$ cat config.mk
export PLATFORM = sky130hd
export DESIGN_NAME = io_pattern_engine
export DESIGN_NICKNAME = d
export VERILOG_FILES = /design/src/rtl/io_pattern_engine.sv
export SDC_FILE = /design/constraint.sdc
export NUM_CORES = 1
export LEC_CHECK = 0
export BUFFER_PORTS_ARGS = -buffer_cell sky130_fd_sc_hd__buf_2
export CORE_ASPECT_RATIO = 1.75
export CORE_MARGIN = 4
export CORE_UTILIZATION = 45
export DETAILED_ROUTE_END_ITERATION = 7
export GPL_ROUTABILITY_DRIVEN = 0
export PLACE_DENSITY_LB_ADDON = 0.3
export SETUP_SLACK_MARGIN = 0.15
export SYNTH_ARGS = -nofsm -noshare
export SYNTH_HDL_FRONTEND = slang
export SYNTH_SLANG_ARGS = --single-unit
$ cat constraint.sdc
create_clock -name clk -period 2.7 [get_ports clk]
set_clock_uncertainty 0.2 [all_clocks]
set_input_delay 0.54 -clock clk [delete_from_list [all_inputs] [get_ports clk]]
set_output_delay 0.54 -clock clk [all_outputs]
set_load 0.01 [all_outputs]
$ cat src/rtl/io_pattern_engine.sv
// io_pattern_engine: drives a selectable test pattern onto the upper WIDTH-4
// IO pads, with the low 4 pads used as control inputs (en, load, mode).
// Patterns are up-counter, down-counter, Galois LFSR and rotating one-hot.
// Optional macro IO_PATTERN_SYNC_EN adds a 2-flop synchroniser on io_in[3:0].
module io_pattern_engine #(
    parameter int               WIDTH     = 16,
    parameter int               PRESCALE  = 0,
    parameter logic [WIDTH-5:0] SEED      = (WIDTH-4)'(1),
    parameter logic [WIDTH-5:0] LFSR_TAPS = (WIDTH-4)'('hE08)
) (
    input  logic             clk,
    input  logic             rst_n,
    input  logic [WIDTH-1:0] io_in,
    output logic [WIDTH-1:0] io_out,
    output logic [WIDTH-1:0] io_oeb
);

    localparam int DW = WIDTH - 4;

    logic [DW-1:0]    state_q, state_d, step_val;
    logic [7:0]       cnt_q, cnt_d;
    logic [WIDTH-1:0] oeb_q;
    logic [3:0]       ctrl;
    logic             en, load;
    logic [1:0]       mode;

    // Upper pads are outputs only; their input values are never used.
    logic unused_pads;
    assign unused_pads = ^io_in[WIDTH-1:4];

`ifdef IO_PATTERN_SYNC_EN
    logic [3:0] sync1_q, sync2_q;

    // Two-flop synchroniser for the asynchronous control pins.
    always_ff @(posedge clk) begin
        if (!rst_n) begin
            sync1_q <= 4'h0;
            sync2_q <= 4'h0;
        end else begin
            sync1_q <= io_in[3:0];
            sync2_q <= sync1_q;
        end
    end

    assign ctrl = sync2_q;
`else
    assign ctrl = io_in[3:0];
`endif

    assign en   = ctrl[0];
    assign load = ctrl[1];
    assign mode = ctrl[3:2];

    // Next pattern value for the selected mode; zero recovers from lockup.
    always_comb begin
        step_val = state_q;
        case (mode)
            2'd0: step_val = state_q + DW'(1);
            2'd1: step_val = state_q - DW'(1);
            2'd2: begin
                if (state_q == '0)
                    step_val = SEED;
                else if (state_q[0])
                    step_val = (state_q >> 1) ^ LFSR_TAPS;
                else
                    step_val = state_q >> 1;
            end
            default: begin
                if (state_q == '0)
                    step_val = DW'(1);
                else
                    step_val = {state_q[DW-2:0], state_q[DW-1]};
            end
        endcase
    end

    // Control priority: load, then prescaled step, then count, else hold.
    always_comb begin
        state_d = state_q;
        cnt_d   = cnt_q;
        if (load) begin
            state_d = SEED;
            cnt_d   = 8'd0;
        end else if (en) begin
            if (cnt_q == 8'(PRESCALE)) begin
                state_d = step_val;
                cnt_d   = 8'd0;
            end else begin
                cnt_d = cnt_q + 8'd1;
            end
        end
    end

    // State, prescale count and output-enable registers.
    always_ff @(posedge clk) begin
        if (!rst_n) begin
            state_q <= '0;
            cnt_q   <= 8'd0;
            oeb_q   <= '1;
        end else begin
            state_q <= state_d;
            cnt_q   <= cnt_d;
            oeb_q   <= {{DW{1'b0}}, 4'hF};
        end
    end

    assign io_out = {state_q, 4'h0};
    assign io_oeb = oeb_q;

endmodule
* Yosys cells after proc, flatten, opt, wreduce, memory -nomap -nowiden
Cells that the tools add are included.
Operators by class: add/sub/neg operators 3, equality and inequality tests 2, muxes and demuxes 9, bitwise logic cells 2, reduce and logical (&&, ||, !) cells 8
Operators with widths (number):
- 12-bit two-way mux | 3
- 12-bit one-hot mux with 3 select lines | 1
- 16-bit two-way mux | 1
- 12-bit by 1-bit adder with 12-bit output, second input constant | 1
- 12-bit zero test | 1
- 12-bit by 1-bit subtractor with 12-bit output, second input constant | 1
- 8-bit by 1-bit adder with 8-bit output, second input constant | 1
- 8-bit zero test | 1
- 8-bit two-way mux | 1
- 3-bit NOT with 4-bit output | 1
- 2-bit AND reduction | 2
- 2-bit nonzero test | 2
- 1-bit two-way mux | 3
- 2-bit by 1-bit equality test with 1-bit output, second input constant | 1
- 2-bit equality test, second input constant | 1
- 2-bit zero test | 1
- 2-bit OR reduction | 1
- 1-bit NOT | 1
Word-level totals: bits in registers 36, bits of input ports 18, output and inout bits 32

* Depth between registers and ports, before layout
depth after elaboration 7, mapped depth 11

* Least setup slack after synthesis
Ideal clock, no wire load.
path type input port to flip-flop, start point input io_in[2], end point register state_q[11], arrival 2.294 ns, data required time 2.379 ns, setup slack 0.085 ns, stages on the path 11, path buffers 2, cell sequence buf_6 -> nand2b_2 -> buf_6 -> clkinv_1 -> ha_1 -> a21o_1 -> a31oi_1 -> nand2_1 -> mux2_4 -> o21bai_2 -> a21oi_1
On the way: word-level cells in the longest chain between the ends 2
Ends and longest elaborated chain:
- start: declaration | line 13 | input logic [WIDTH-1:0] io_in,
- 2-bit equality test (tied with other cells) | line 57 | case (mode)
- 12-bit one-hot mux with 3 select lines * | line 57
- end signal: assignment | line 101 | state_q <= state_d;
- end: declaration | line 20 | logic [DW-1:0] state_q, state_d, step_val;
Every way passes the cells marked *; elsewhere a longest branch is shown, timed or not. A chain may end at the register's enable or synchronous reset.

* Final worst setup path
start point input io_in[3], end point register state_q[8]
The elaborated chain is that of the path after synthesis.

==> results by group <==
Detailed routing
  • Wire per inst: roughly 15 um
  • Post-route ant nets: 0
  • Starting DRT DRC Count: 28
  • Pre-antenna DRT Iters: 4
  • DR vias: 1730
  • Number of remaining DRC errors: 0
  • Via-to-Cell Ratio: 5.67
  • Drt total wl: 4700 um

Power and ir drop
  • P_int: 0.517 mW
  • Peak VDD IR: roughly 0.36 mV
  • Clock Power Share: 27.6%
  • PD cells: between 300 and 400 mW/mm^2
  • Seq pwr share: 44.2%
  • Sw Share: between 30% and 40%
  • Comb pwr share: 28.1%
  • Leak: 0.908 nW
  • NetSw: 0.249 mW
  • Total power: 0.766 mW

Min path
  • Worst hold path startpoint: rst_n
  • Hold Crit Class: in2reg

Yosys
  • Synth Warn #: 0
  • Most used DFF post-synth: dfxtp_1
  • Async SR Flop Fraction: 0%
  • Gate Count Post-Synth: 240
  • Syn_area_per_cell: 7.90 sq um
  • Synthesized area: about 0.0019 sq mm
  • Number of synthesized flops with an enable pin: 0
  • Seq/Total Area, Yosys: about 22%
  • Flops & latches, synth: 21
  • Distinct cells, synth: 58

Outcome
  • Outcome: complete, no violations

CTS
  • Clock Sinks: 21
  • Worst-path clk slew: 0.08 ns
  • H-Tree Depth: 1
  • CTS Buf Count: 3
  • # Post-CTS Setup Buffers: 0
  • Clk root buf: clkbuf_8
  • TritonCTS clock tree: done
  • Later-pin clock latency in the skew report: ~0.26 ns
  • Hold_buf cts: 0
  • Clk buf depth: 2
  • Gates resized, CTS repair: 0

Cells and area
  • Non-filler cells in the finished layout: 305
  • Share of the core filled with cells: 49.5%
  • Nets: 280
  • Most frequent cells in the layout: 29 x buf_2, 21 x dfxtp_1, 20 x nor2_1
  • Most common cell after layout, fill and taps aside: buf_2
  • Area Overhead vs Synth: 7.39%
  • Share of layout cells above drive strength 1: 24.6%
  • Antenna diode count: 0

Floorplan
  • Die W: 57.1 um
  • Placement Rows: 31
  • Starting Density: about 46%
  • Die area: 0.00536 sq mm
  • Die height: roughly 94 um
  • CORE AREA: 0.00411 sq mm
  • Ports: 50

Worst setup path
  • Critical path required time: 2.65 ns
  • CP Launch Type: input pin
  • Worst reg2reg path startpoint: state_q[1]
  • CP startpoint: io_in[3]
  • Critical Path AT: 2.31 ns
  • CP Class: in2reg
  • Crit path max fanout: 3
  • Nature of the critical path endpoint: flop

STA
  • Fin crit period: 2.36 ns
  • Fin. Hold Viols: 0
  • RSZ-0062 raised after global routing: false
  • Setup tns final: 0 ns
  • Slew of the pin with the lowest slew margin: 0.543 ns
  • Final setup viols: 0
  • Slew Limit Fails: 0
  • Hold Slack: 0.273 ns
  • Period utilization: 87.4%
  • Max transition margin: around 64%
  • FMAX: 0.424 GHz

Global routing
  • First-pass GRT wire length: 8020 um
  • Gr usage total: 18.6%
  • Overflow after GRT: 0
  • Initial antenna violation count: 0
  • Largest net degree at the start of global routing: 29
  • Vias in the first global route: 1755

Job
  • Max-cap check violation count: 0

Placement
  • # port buffers: 29
  • Hpwl dp: 3570 um
  • Placed cells: 301
==> cells by family after synthesis <==
kind of cell,synth area share (%)
multiplexers,6.86
XOR/XNOR,7.85
adder cells (fa/ha/maj),3.30
AO/OA/AOI/OAI,21.6
other,0.396
AND/OR/NAND/NOR,22.8
flip-flops,22.2
buffers and inverters,15.0
==> sequential cells by signal (all words and copies together) (netlist names) <==
register and count:
state_q 12, io_oeb 1, cnt_q 8
==> path summary, 6_finish.rpt <==
path	endpoint	slack (ns)	depth (start not counted)
worst min-delay path	io_oeb[14]	0.27	2
worst max register to register	state_q[8]	0.41	8
worst min register to register	cnt_q[7]	0.33	2
worst max-delay path	state_q[8]	0.34	9
==> power groups by stage <==
stage | clock (mW) | sequential, mW | combinational (mW)
6_report | 0.211 | 0.339 | 0.215
5_1_grt | 0.226 | 0.342 | 0.238
4_1_cts | 0.219 | 0.339 | 0.216
3_5_place_dp | 0 | 0.346 | 0.215
3_3_place_gp | 0 | 0.346 | 0.212
2_1_floorplan | 0 | 0.340 | 0.180
==> area by class of cell <==
type | count | area, sq um
multi-input combinational | 180 | 1230
inverter | 8 | 31.3
timing repair buffer | 43 | 250
sequential | 21 | 420
tap | 49 | 61.3
clock buffer | 4 | 45.0
fill | 448 | 2080
==> cells in the mapped netlist, types with 2 or more instances <==
cell type  number  area [sq um]
dfxtp_1        21           420
buf_4          20           150
nor2_1         20          75.1
nand2_1        15          56.3
a21oi_1        14          70.1
xor2_1         10          87.6
buf_2           9          45.0
nand3_1         9          45.0
o21ai_0         9          45.0
inv_1           7          26.3
mux2i_1         7          70.1
xnor2_1         7          61.3
nand4_1         6          37.5
a31oi_1         5          31.3
ha_1            5          62.6
and2_1          4          25.0
buf_6           4          45.0
clkbuf_1        4          15.0
mux2_2          4          45.0
o211ai_1        4          30.0
and3_1          3          18.8
nor3_1          3          15.0
o221ai_1        3          26.3
o31ai_1         3          22.5
a22oi_1         2          15.0
conb_1          2          7.51
nor4b_1         2          17.5
o21a_1          2          15.0
o21ai_1         2          10.0
o21ai_2         2          17.5
o22ai_1         2          12.5
o31a_1          2          17.5
or3_1           2          12.5
or4b_1          2          20.0
==> per-layer routing <==
metal	global-route usage, %	wire, um
met1	19.4	1770
met2	36.1	2630
met3	1.93	186
met4	8.12	110
met5	0	0
==> through the flow <==
stage	setup WS [ns]	area, sq um
2_1_floorplan	0.165	1930
3_3_place_gp	0.0711	1990
3_5_place_dp	0.0557	1990
4_1_cts	0.333	2040
5_1_grt	0.233	2040
6_report	0.340	2040
==> critical path: stages <==
cell	delay (ns)
buf_2	0.10
nand2b_2	0.21
xnor2_2	0.14
ha_2	0.19
or4_4	0.51
o31a_1	0.26
o21ai_2	0.15
or4b_1	0.13
nand4_1	0.08
Power figures use the tool's default switching activity.
